File: src/rtl/fir_tap_sequencer_if.sv
// Sample, coefficient-write and MAC-operand signal bundle for fir_tap_sequencer.
// The slave modport is the sequencer's view; the master modport is the feeder/consumer side.
interface fir_tap_sequencer_if #(
    parameter int TAPS   = 8,
    parameter int DATA_W = 16
);
    localparam int CW = $clog2(TAPS);

    logic              s_valid;
    logic              s_ready;
    logic [DATA_W-1:0] s_data;

    logic              coef_we;
    logic [CW-1:0]     coef_addr;
    logic [DATA_W-1:0] coef_data;
    logic              coef_wr_err;

    logic              mac_clr;
    logic              mac_en;
    logic [DATA_W-1:0] mac_a;
    logic [DATA_W-1:0] mac_b;
    logic              mac_last;
    logic              done;

    modport master (
        output s_valid, s_data, coef_we, coef_addr, coef_data,
        input  s_ready, coef_wr_err, mac_clr, mac_en, mac_a, mac_b, mac_last, done
    );

    modport slave (
        input  s_valid, s_data, coef_we, coef_addr, coef_data,
        output s_ready, coef_wr_err, mac_clr, mac_en, mac_a, mac_b, mac_last, done
    );
endinterface

File: src/rtl/fir_tap_sequencer.sv
// FIR operand sequencer: per accepted sample emits clear, TAPS (sample, coef) pairs, then done.
// Optional FIR_SEQ_HIST_CLR_EN adds a hist_clr input that wipes the sample history while idle.
module fir_tap_sequencer #(
    parameter int TAPS   = 8,
    parameter int DATA_W = 16
) (
    input  logic clk,
    input  logic reset,
`ifdef FIR_SEQ_HIST_CLR_EN
    input  logic hist_clr,
`endif
    fir_tap_sequencer_if.slave bus
);
    localparam int CW = $clog2(TAPS);
    localparam logic [CW-1:0] LAST_K = CW'(TAPS - 1);
    localparam logic [CW:0]   TAPS_X = (CW+1)'(TAPS);

    typedef enum logic [1:0] {IDLE, CLEAR, RUN, FLUSH} state_t;

    state_t            state_q, state_d;
    logic [CW-1:0]     k_q, k_d;
    logic [CW-1:0]     wr_ptr_q;
    logic [CW-1:0]     newest_q;
    logic [DATA_W-1:0] hist_q [TAPS];
    logic [DATA_W-1:0] coef_q [TAPS];

    logic              accept;
    logic              hist_clr_i;
    logic              coef_ok;
    logic [CW:0]       idx_w;
    logic [CW-1:0]     rd_idx;

    logic              mac_clr_d, mac_en_d, mac_last_d, done_d;
    logic [DATA_W-1:0] mac_a_d, mac_b_d;
    logic              mac_clr_q, mac_en_q, mac_last_q, done_q, coef_wr_err_q;
    logic [DATA_W-1:0] mac_a_q, mac_b_q;

`ifdef FIR_SEQ_HIST_CLR_EN
    assign hist_clr_i = hist_clr & (state_q == IDLE);
`else
    assign hist_clr_i = 1'b0;
`endif

    // s_ready is gated by reset so it reads 0 for the whole time reset is held.
    assign bus.s_ready = reset & (state_q == IDLE) & ~hist_clr_i;
    assign accept      = bus.s_valid & bus.s_ready;
    assign coef_ok     = bus.coef_we & (state_q == IDLE) & (bus.coef_addr <= LAST_K);

    always_ff @(posedge clk) begin
        if (!reset) begin
            state_q <= IDLE;
            k_q     <= '0;
        end else begin
            state_q <= state_d;
            k_q     <= k_d;
        end
    end

    always_comb begin
        state_d = state_q;
        k_d     = k_q;
        case (state_q)
            IDLE:  if (accept) state_d = CLEAR;
            CLEAR: begin
                state_d = RUN;
                k_d     = '0;
            end
            RUN: begin
                if (k_q == LAST_K) state_d = FLUSH;
                else               k_d     = k_q + 1'b1;
            end
            FLUSH: state_d = IDLE;
            default: state_d = IDLE;
        endcase
    end

    // Outputs are registered, so they are decoded from the next state and next tap index.
    always_comb begin
        idx_w = {1'b0, newest_q} - {1'b0, k_d};
        if (k_d > newest_q) idx_w = idx_w + TAPS_X;
        rd_idx     = idx_w[CW-1:0];
        mac_clr_d  = (state_d == CLEAR);
        mac_en_d   = (state_d == RUN);
        mac_last_d = mac_en_d && (k_d == LAST_K);
        done_d     = (state_d == FLUSH);
        mac_a_d    = mac_en_d ? hist_q[rd_idx] : '0;
        mac_b_d    = mac_en_d ? coef_q[k_d] : '0;
    end

    always_ff @(posedge clk) begin
        if (!reset) begin
            wr_ptr_q      <= '0;
            newest_q      <= '0;
            hist_q        <= '{default: '0};
            coef_q        <= '{default: '0};
            mac_clr_q     <= 1'b0;
            mac_en_q      <= 1'b0;
            mac_last_q    <= 1'b0;
            done_q        <= 1'b0;
            mac_a_q       <= '0;
            mac_b_q       <= '0;
            coef_wr_err_q <= 1'b0;
        end else begin
            mac_clr_q     <= mac_clr_d;
            mac_en_q      <= mac_en_d;
            mac_last_q    <= mac_last_d;
            done_q        <= done_d;
            mac_a_q       <= mac_a_d;
            mac_b_q       <= mac_b_d;
            coef_wr_err_q <= bus.coef_we & (state_q != IDLE);
            if (coef_ok) coef_q[bus.coef_addr] <= bus.coef_data;
            if (hist_clr_i) begin
                hist_q   <= '{default: '0};
                wr_ptr_q <= '0;
            end else if (accept) begin
                hist_q[wr_ptr_q] <= bus.s_data;
                newest_q         <= wr_ptr_q;
                wr_ptr_q         <= (wr_ptr_q == LAST_K) ? '0 : wr_ptr_q + 1'b1;
            end
        end
    end

    assign bus.mac_clr     = mac_clr_q;
    assign bus.mac_en      = mac_en_q;
    assign bus.mac_last    = mac_last_q;
    assign bus.done        = done_q;
    assign bus.mac_a       = mac_a_q;
    assign bus.mac_b       = mac_b_q;
    assign bus.coef_wr_err = coef_wr_err_q;
endmodule
File: src/flat_wrapper.sv
// flat-port wrapper written by rule: the top's interface ports become plain ports
module fir_tap_sequencer_flat 
#(
    parameter int TAPS   = 8,
    parameter int DATA_W = 16
)
  (clk, reset, bus_s_valid, bus_s_data, bus_coef_we, bus_coef_addr, bus_coef_data, bus_s_ready, bus_coef_wr_err, bus_mac_clr, bus_mac_en, bus_mac_a, bus_mac_b, bus_mac_last, bus_done);
  fir_tap_sequencer_if #(.TAPS(TAPS), .DATA_W(DATA_W)) bus_i ();
  input  logic clk;
  input  logic reset;
  input wire logic [$bits(bus_i.s_valid)-1:0] bus_s_valid;
  input wire logic [$bits(bus_i.s_data)-1:0] bus_s_data;
  input wire logic [$bits(bus_i.coef_we)-1:0] bus_coef_we;
  input wire logic [$bits(bus_i.coef_addr)-1:0] bus_coef_addr;
  input wire logic [$bits(bus_i.coef_data)-1:0] bus_coef_data;
  output wire logic [$bits(bus_i.s_ready)-1:0] bus_s_ready;
  output wire logic [$bits(bus_i.coef_wr_err)-1:0] bus_coef_wr_err;
  output wire logic [$bits(bus_i.mac_clr)-1:0] bus_mac_clr;
  output wire logic [$bits(bus_i.mac_en)-1:0] bus_mac_en;
  output wire logic [$bits(bus_i.mac_a)-1:0] bus_mac_a;
  output wire logic [$bits(bus_i.mac_b)-1:0] bus_mac_b;
  output wire logic [$bits(bus_i.mac_last)-1:0] bus_mac_last;
  output wire logic [$bits(bus_i.done)-1:0] bus_done;
  assign bus_i.s_valid = bus_s_valid;
  assign bus_i.s_data = bus_s_data;
  assign bus_i.coef_we = bus_coef_we;
  assign bus_i.coef_addr = bus_coef_addr;
  assign bus_i.coef_data = bus_coef_data;
  assign bus_s_ready = bus_i.s_ready;
  assign bus_coef_wr_err = bus_i.coef_wr_err;
  assign bus_mac_clr = bus_i.mac_clr;
  assign bus_mac_en = bus_i.mac_en;
  assign bus_mac_a = bus_i.mac_a;
  assign bus_mac_b = bus_i.mac_b;
  assign bus_mac_last = bus_i.mac_last;
  assign bus_done = bus_i.done;
  fir_tap_sequencer #(.TAPS(TAPS), .DATA_W(DATA_W)) u_core (.clk(clk), .reset(reset), .bus(bus_i));
endmodule
File: config.mk
export PLATFORM = sky130hd
export DESIGN_NAME = fir_tap_sequencer_flat
export DESIGN_NICKNAME = d
export VERILOG_FILES = /design/src/rtl/fir_tap_sequencer_if.sv /design/src/rtl/fir_tap_sequencer.sv /design/src/flat_wrapper.sv
export SDC_FILE = /design/constraint.sdc
export NUM_CORES = 1
export LEC_CHECK = 0
export ABC_AREA = 1
export BUFFER_PORTS_ARGS = -buffer_cell sky130_fd_sc_hd__buf_4
export CORE_UTILIZATION = 57
export DETAILED_ROUTE_END_ITERATION = 8
export HOLD_SLACK_MARGIN = 0.08
export MAX_ROUTING_LAYER = met4
export PLACE_DENSITY = 0.74
export SETUP_SLACK_MARGIN = 0.02
export SYNTH_ARGS = -nofsm -noshare
export SYNTH_HDL_FRONTEND = slang
export SYNTH_SLANG_ARGS = --single-unit
File: constraint.sdc
create_clock -name clk -period 3.9 [get_ports clk]
set_input_delay 0.195 -clock clk [delete_from_list [all_inputs] [get_ports clk]]
set_output_delay 0.195 -clock clk [all_outputs]
set_load 0.05 [all_outputs]
==> impl_metrics.tcl, run 1 <==
set metrics [dict create \
    ys.flop_type "dfxtp_1" \
    ys_warn_count 0 \
    core-area_sq_mm 0.0220 \
    initial_core_util_pct 58.8 \
    run_status "completed" \
    cts_tree "done" \
    r2r_slack_ns 0.61 \
    worstSetupStartpointType "register" \
    ctsResizeCount 0 \
    grt_pass1_vias 10800 \
    io_buffers 76 \
    pin_count 77 \
    synth_most_common_cell "nor2_1" \
    clkSlewWorstSetupHoldPaths_ns 0.06 \
    rsz0062_at_grt "false" \
    syn_nets 1887 \
    nNetsFinal 1928 \
    path_common_cell "nand2_1" \
    finalClockSkew_ns 0.0175 \
    hold_viol 0 \
    htreeDepth 2 \
    setup_tns_ns 0 \
    fillCellCount 1941 \
    synth_cell_types 33 \
    slowest_stage "clkinv_1" \
    diodes 0 \
    hold_end "u_core.wr_ptr_q[2]" \
    die_y_microns 153 \
    p_leak_nw 6.23 \
    syn_to_final_growth_pct 15.6 \
    synth.area.top_cells "dfxtp_1 (47%), o21ai_0 (14%), nor2_1 (11%)" \
    ant_nets 0 \
    hp-start "reset" \
    worst_r2r_path_depth 12 \
    cts_buffers 34 \
    r2r-start "u_core.state_q[0]" \
    synth_edf_count 0 \
    wl_microns 36100 \
    hold_buffers 33 \
    p_total_mw 13.1 \
    clockBufferDepth 3 \
    fmax_ghz 0.304 \
    syn_inst 1840 \
    slowest_delay_ns 0.55 \
    power_density_mw_per_mm2 878 \
    synth_common_cells "nor2_1 (394), o21ai_0 (357), dfxtp_1 (304)" \
    min_period_over_period_pct 84.4 \
    clock-sinks 304 \
    dp_hpwl_microns 20900 \
    clock-root-buffer "clkbuf_16" \
    hold_depth 3 \
    slew_viol_final 0 \
    viasPerCell 5.58 \
    synth-seq-area-share_pct 47.0 \
    synthArstFlopShare_pct 0 \
    avgRoutedWirePerCell_microns 16.5 \
    die_area_sq_mm 0.0233 \
    grt_max_degree 132 \
    avgSynthCellArea_sq_um 7.04 \
    slew-limit-headroom_pct 24.8 \
    globalplace.congestion 0.826 \
    fin_crit_ns 3.29 \
    grt_pass1_wl_microns 57400 \
    cp-end-kind "register" \
    path_class "register to register" \
    arrival_ns 3.73 \
    drive_gt1_share_pct 9.13 \
    yosys.area.top_type "dfxtp_1" \
    die_w_microns 153 \
    synth_area_sq_mm 0.0130 \
    crit_chain "inv_1 > ha_1 > nand2_2 > nand3_2 > inv_2 > ha_2 > fa_1 > clkinv_1 > a32o_1 > nand2_1 > nand2_1 > nor2_1" \
    insertion_delay_ns 0.51 \
    drv_cap 0 \
    remaining_drc_errors 0 \
    synth_top_area_share_pct 47.0 \
    setup_violations 0 \
    drt-initial-drc-count 1149 \
    rows 54 \
    grt_overflow 0 \
    synth_seq_cells 304 \
    routed-via-count 12200 \
    cp.required_ns 4.34 \
    cts_setup_buffers 0 \
    ir_drop_mv 1.08 \
    worstReg2RegEnd "u_core.bus.mac_a[15]" \
    antenna_found_initial 0 \
    hold_path.class "input port to register" \
    track_usage_pct 31.4 \
    crit_fanout 18 \
    first_pass_iters 7 \
    tightest_slew_ns 1.13 \
]
## worst max-delay path: cells and delay by family, from the launching register on
kind	cells	cell delay, ns
and+or+nand+nor	5	0.62
buffers and inverters	3	0.67
DFF	1	0.31
AOI/OAI and AO/OA	1	0.50
adders and majority gates	3	1.13
## where the power goes
| group | switching, mW | internal (mW) |
|---|---|---|
| logic | 4.57 | 1.79 |
| registers | 0.127 | 3.38 |
| clock network | 1.28 | 1.98 |
| total | 5.98 | 7.16 |
## logic make-up (layout without fill, tap and decap cells)
group,after synthesis,in the layout,synth area share [%]
flip-flops,304,304,47.0
buffers and inverters,306,372,9.51
AO/OA/AOI/OAI,541,541,21.0
adder cells (fa/ha/maj),8,8,0.831
XOR/XNOR,1,1,0.0676
AND/OR/NAND/NOR,680,680,21.6
## cells in the final DEF, fill, tap and decap left out, types with 7 or more instances in the layout
cell / n
nor2_1: 394
o21ai_0: 357
dfxtp_1: 304
nand2_1: 176
inv_1: 173
a21oi_1: 167
buf_4: 95
nand3_1: 60
clkbuf_16: 35
dlygate4sd3_1: 33
nand4_1: 32
o21ai_1: 13
clkinv_2: 8
clkbuf_8: 7
## per-stage QoR
| step | utilization, % | instances | cell area (sq um) | hold WS, ns | setup slack [ns] |
|---|---|---|---|---|---|
| floorplan | - | 1840 | 13000 | 0.309 | 0.776 |
| global placement | 61.3 | 2092 | 13500 | 0.429 | 0.703 |
| detailed placement | 61.3 | 2092 | 13500 | 0.435 | 0.652 |
| CTS | 68.0 | 2186 | 15000 | 0.111 | 0.647 |
| global route | 68.0 | 2186 | 15000 | 0.166 | 0.436 |
| finish | 68.0 | 2186 | 15000 | 0.115 | 0.609 |
## metal layers
layer | up-vias | part of all wire, % | global-route usage, % | routed length (microns)
met5 | - | 0 | - | 0
met4 | 0 | 1.8 | 8.27 | 649
met3 | 63 | 7.4 | 4.18 | 2680
met2 | 434 | 45 | 46.9 | 16100
met1 | 5665 | 46 | 44.5 | 16700
li1 | 6043 | - | - | -
## cell type report
cell class	instances	area, sq um	area share [%]
Clock buffer	47	991	6.62
Clock inverter	14	155	1.04
Sequential cell	304	6090	40.6
Inverter	181	679	4.54
Multi-Input combinational cell	1230	5640	37.6
Timing Repair Buffer	130	1070	7.18
Tap cell	280	350	2.34
## state kept, by name (all words and copies together), names as in the netlist, 2 cells and up
name	count
u_core.coef_q	128
u_core.newest_q	3
u_core.bus.mac_a	16
u_core.hist_q	128
u_core.wr_ptr_q	3
u_core.k_q	3
u_core.bus.mac_b	16
u_core.state_q	2
## how the worst max path moves through the flow
stage	startpoint	endpoint	cells past startpoint
finish	u_core.state_q[0]	u_core.bus.mac_a[15]	12
global route	u_core.state_q[0]	u_core.bus.mac_a[15]	13
CTS	u_core.state_q[0]	u_core.bus.mac_a[15]	12
detailed placement	u_core.state_q[0]	u_core.bus.mac_a[15]	13
global placement	u_core.state_q[0]	u_core.bus.mac_a[15]	12
floorplan	u_core.state_q[0]	u_core.bus.mac_a[8]	18
Power figures use the tool's default switching activity.
==> run 2, diff against run 1 <==
--- a/config.mk
+++ b/config.mk
@@ -7,11 +7,11 @@
 export LEC_CHECK = 0
 export ABC_AREA = 1
 export BUFFER_PORTS_ARGS = -buffer_cell sky130_fd_sc_hd__buf_4
-export CORE_UTILIZATION = 57
+export CORE_UTILIZATION = 55
 export DETAILED_ROUTE_END_ITERATION = 8
 export HOLD_SLACK_MARGIN = 0.08
 export MAX_ROUTING_LAYER = met4
-export PLACE_DENSITY = 0.74
+export PLACE_DENSITY = 0.75
 export SETUP_SLACK_MARGIN = 0.02
 export SYNTH_ARGS = -nofsm -noshare
 export SYNTH_HDL_FRONTEND = slang
==> constraint.sdc (replaced) <==
create_clock -name clk -period 2.75 [get_ports clk]
set_input_delay 0.1375 -clock clk [delete_from_list [all_inputs] [get_ports clk]]
set_output_delay 0.1375 -clock clk [all_outputs]
set_load 0.05 [all_outputs]
==> impl_metrics.tcl, run 2 (synthesized netlist as in run 1, its figures left out) <==
set metrics [dict create \
    antenna_found_initial 0 \
    core-area_sq_mm 0.0228 \
    pin_count 77 \
    clock-root-buffer "clkbuf_16" \
    drv_cap 0 \
    clkSlewWorstSetupHoldPaths_ns 0.06 \
    avgRoutedWirePerCell_microns 15.9 \
    wl_microns 35700 \
    path_class "register to register" \
    slew-limit-headroom_pct 24.0 \
    dpl_worst_slack_ns -0.0137 \
    htreeDepth 1 \
    rsz0062_at_grt "false" \
    insertion_delay_ns 0.57 \
    drive_gt1_share_pct 10.4 \
    remaining_drc_errors 0 \
    setup_tns_ns 0 \
    dp_hpwl_microns 21700 \
    largestRegisters "u_core.coef_q x128, u_core.hist_q x128" \
    tightest_slew_ns 1.14 \
    hold_path.class "input port to register" \
    nNetsFinal 1952 \
    io_buffers 76 \
    cp.required_ns 3.24 \
    clockBufferDepth 3 \
    routed-via-count 12100 \
    p_total_mw 19.3 \
    run_status "completed" \
    fmax_ghz 0.388 \
    ir_drop_mv 1.13 \
    cp-end-kind "register" \
    cts_buffers 31 \
    worstSetupStartpointType "register" \
    grt_overflow 0 \
    clock-sinks 304 \
    first_pass_iters 5 \
    diodes 0 \
    final_common_cell "nor2_1" \
    grt_max_degree 135 \
    fin_crit_ns 2.58 \
    globalplace.congestion 0.896 \
    ant_nets 0 \
    arrival_ns 3.07 \
    power_density_mw_per_mm2 1270 \
    hold_viol 0 \
    cts_tree "done" \
    initial_core_util_pct 56.7 \
    fin_ws_ns 0.174 \
    viasPerCell 5.41 \
    p_leak_nw 6.33 \
    crit_fanout 8 \
    syn_to_final_growth_pct 17.9 \
    min_period_over_period_pct 93.7 \
    layout_common_cells "nor2_1 (394), o21ai_0 (350), dfxtp_1 (304), nand2_1 (173), inv_1 (172)" \
    finalClockSkew_ns 0.0149 \
    slew_viol_final 0 \
    rows 55 \
    die_w_microns 155 \
    grt_pass1_vias 10800 \
    die_area_sq_mm 0.0242 \
    drt-initial-drc-count 987 \
    track_usage_pct 29.7 \
    setup_violations 0 \
    die_y_microns 155 \
    grt_pass1_wl_microns 56200 \
]
==> run 2: changes by cell type in the layout (fill, tap and decap cells not counted), sizes merged <==
cell         delta
clkbuf          +1
clkinv          -3
clkinvlp        +1
dlygate4sd3     +3
bufinv          -1
buf            +23
==> run 2: final timing paths <==
kind	startpoint	endpoint	slack, ns	cells after the start
hold reg to reg	u_core.hist_q[14]	u_core.hist_q[14]	0.45	2
hold / removal	bus_coef_addr[2]	u_core.coef_q[0]	0.28	6
setup / recovery	u_core.state_q[0]	u_core.bus.mac_a[6]	0.17	14
setup reg to reg	u_core.state_q[0]	u_core.bus.mac_a[6]	0.17	14
==> run 2: worst max-delay path, cell delays in order, from the launching register on <==
cell and delay [ns]:
dfxtp_1 0.30, inv_1 0.06, buf_4 0.15, ha_1 0.18, inv_1 0.08, nand2_2 0.08, nand3_2 0.10, inv_2 0.05
ha_4 0.15, fa_2 0.67, buf_4 0.21, o21ai_0 0.09, o21ai_0 0.16, o21ai_0 0.10, nor2_1 0.11
==> run 2: repair_timing <==
item                       4_1_cts  5_1_grt
cloned                           0        1
hold endpoints to repair       264        0
setup endpoints to repair        8       16
buffers inserted                 0        1
pin swaps                        0        1
gates resized for setup          1        8
hold buffers                    36        0
==> run 2: layout make-up <==
cell class	instances	area [sq um]
Timing Repair Buffer	156	1340
Clock inverter	10	108
Tap cell	313	392
Sequential cell	304	6090
Fill cell	1955	7580
Clock buffer	48	950
Timing Repair inverter	1	7.51
Inverter	181	691
Multi-Input combinational cell	1230	5690
==> run 2: metal layers <==
metal / GRT usage [%] / routed length, microns
met5: - / 0
met4: 6.21 / 434
met3: 3.98 / 2300
met2: 45.7 / 16100
met1: 41.6 / 16900
==> run 2: power breakdown <==
part	total (mW)	switching, mW	internal (mW)
Clock	4.29	1.74	2.55
Combinational	10.1	6.72	3.35
Sequential	4.98	0.180	4.80
==> run 2: stage by stage <==
stage / utilization, % / cells / cell area, sq um / hold slack (ns)
detailed placement: 60.4 / 2147 / 13800 / 0.383
global route: 66.8 / 2243 / 15300 / 0.313
floorplan: - / 1840 / 13000 / 0.251
CTS: 66.6 / 2241 / 15200 / 0.267
finish: 66.8 / 2243 / 15300 / 0.282
global placement: 60.4 / 2147 / 13800 / 0.374
==> run 3, diff against run 2 <==
--- a/config.mk
+++ b/config.mk
@@ -7,6 +7,7 @@
 export LEC_CHECK = 0
 export ABC_AREA = 1
 export BUFFER_PORTS_ARGS = -buffer_cell sky130_fd_sc_hd__buf_4
+export CORE_ASPECT_RATIO = 1.5
 export CORE_UTILIZATION = 55
 export DETAILED_ROUTE_END_ITERATION = 8
 export HOLD_SLACK_MARGIN = 0.08
==> impl_metrics.tcl, run 3 (synthesized netlist as in run 1, its figures left out) <==
set metrics [dict create \
    run_status "completed" \
    globalplace.congestion 0.880 \
    die_area_sq_mm 0.0242 \
    clock-sinks 304 \
    p_leak_nw 6.19 \
    worstSetupStartpointType "register" \
    nNetsFinal 1946 \
    syn_to_final_growth_pct 15.9 \
    wl_microns 36700 \
    tightest_slew_ns 1.18 \
    grt_max_degree 135 \
    core-area_sq_mm 0.0231 \
    rsz0062_at_grt "true" \
    die_w_microns 127 \
    path_delay_family "simple AND/OR/NAND/NOR gates" \
    cp-end-kind "register" \
    crit_fanout 6 \
    insertion_delay_ns 0.54 \
    power_density_mw_per_mm2 1220 \
    cp.required_ns 3.18 \
    hold_viol 0 \
    finalClockSkew_ns 0.00916 \
    remaining_drc_errors 0 \
    setup_violations 0 \
    fin_crit_ns 2.58 \
    clock-root-buffer "clkbuf_16" \
    slew-limit-headroom_pct 21.3 \
    layout_common_cells "nor2_1 (394), o21ai_0 (351), dfxtp_1 (304), nand2_1 (173), inv_1 (172)" \
    ir_drop_mv 1.08 \
    htreeDepth 1 \
    slowest_stage "fa_2" \
    drv_cap 0 \
    hold_path.class "input port to register" \
    first_pass_iters 6 \
    clkSlewWorstSetupHoldPaths_ns 0.06 \
    multi_input_area_sq_mm 0.00569 \
    grt_pass1_wl_microns 58400 \
    arrival_ns 3.01 \
    dp_hpwl_microns 22500 \
    grt_pass1_vias 11400 \
    pin_count 77 \
    initial_core_util_pct 56.2 \
    fin_ws_ns 0.167 \
    rows 68 \
    cts_setup_buffers 0 \
    seq_area_sq_mm 0.00609 \
    drive_gt1_share_pct 9.41 \
    grt_overflow 0 \
    viasPerCell 5.43 \
    routed-via-count 12100 \
    clockBufferDepth 3 \
    fillCellCount 2079 \
    antenna_found_initial 2 \
    slowest_delay_ns 0.34 \
    ant_nets 0 \
    cts_buffers 28 \
    min_period_over_period_pct 93.9 \
    fmax_ghz 0.387 \
    setup_tns_ns 0 \
    slew_viol_final 0 \
    die_y_microns 190 \
    crit_chain "inv_1 > buf_4 > ha_1 > inv_1 > nand2_2 > nand3_2 > inv_2 > ha_4 > fa_2 > xor2_1 > or2_1 > nand2_4 > clkinvlp_4 > nor2_1 > nor2_1" \
    r2r_slack_ns 0.17 \
    p_total_mw 18.3 \
    avgRoutedWirePerCell_microns 16.5 \
    dpl_worst_slack_ns 0.0270 \
    largestRegisters "u_core.coef_q x128, u_core.hist_q x128" \
    holdWs_ns 0.203 \
    path_class "register to register" \
    path_buf_inv 5 \
    final_common_cell "nor2_1" \
    track_usage_pct 31.3 \
    io_buffers 76 \
    drt-initial-drc-count 1175 \
    cts_tree "done" \
]
==> run 3: cell count changes in the layout (fill, tap and decap cells not counted), sizes merged <==
| cell | before | now |
|---|---|---|
| clkbuf | 48 | 43 |
| clkinv | 8 | 3 |
| buf | 120 | 117 |
| bufinv | 2 | 0 |
| diode | 0 | 2 |
| inv | 180 | 178 |
==> run 3: worst register-to-register path: stages, from the launching register on <==
cell	delay (ns)
dfxtp_1	0.31
inv_1	0.06
buf_4	0.15
ha_1	0.19
inv_1	0.09
nand2_2	0.07
nand3_2	0.09
inv_2	0.06
ha_4	0.16
fa_2	0.34
xor2_1	0.15
or2_1	0.26
nand2_4	0.13
clkinvlp_4	0.19
nor2_1	0.17
nor2_1	0.06
==> run 3: path summary, 6_finish.rpt <==
path	start	to	depth (start not counted)
worst max-delay path	u_core.state_q[0]	u_core.bus.mac_a[4]	15
worst max register to register	u_core.state_q[0]	u_core.bus.mac_a[4]	15
worst min register to register	u_core.hist_q[3]	u_core.hist_q[3]	2
worst min-delay path	bus_coef_addr[1]	u_core.coef_q[49]	6
==> run 3: where the power goes <==
| part | internal, mW | switching (mW) |
|---|---|---|
| Combinational | 3.05 | 6.62 |
| Clock | 2.02 | 1.59 |
| Sequential | 4.80 | 0.184 |
| Total | 9.86 | 8.39 |
==> run 3: per-stage QoR <==
| stage | instances | utilization [%] | cell area (sq um) |
|---|---|---|---|
| floorplan | 1840 | - | 13000 |
| CTS | 2227 | 65.0 | 15000 |
| global placement | 2147 | 59.8 | 13800 |
| detailed placement | 2147 | 59.8 | 13800 |
| finish | 2230 | 65.1 | 15000 |
| global route | 2230 | 65.1 | 15000 |
==> run 3: layer usage <==
| layer | track usage [%] | share of wire, % |
|---|---|---|
| met1 | 33.3 | 38 |
| met2 | 58.1 | 53 |
| met3 | 3.09 | 4.8 |
| met4 | 14.1 | 4.0 |
| met5 | - | 0 |
==> run 3: cell type report <==
class / instances / area share (%)
Sequential cell: 304 / 40.5
Multi-Input combinational cell: 1230 / 37.9
Timing Repair Buffer: 153 / 8.78
Clock buffer: 43 / 5.45
Inverter: 181 / 4.58
Tap cell: 315 / 2.63
Timing Repair inverter: 1 / 0.0500
Clock inverter: 1 / 0.0333
Antenna cell: 2 / 0.0333
==> run 3: timing repair <==
| item | in CTS | in global routing |
|---|---|---|
| setup endpoints to repair | 2 | 17 |
| cloned | 0 | 1 |
| gates resized for setup | 1 | 6 |
| hold buffers | 36 | 0 |
| hold endpoints to repair | 262 | 0 |
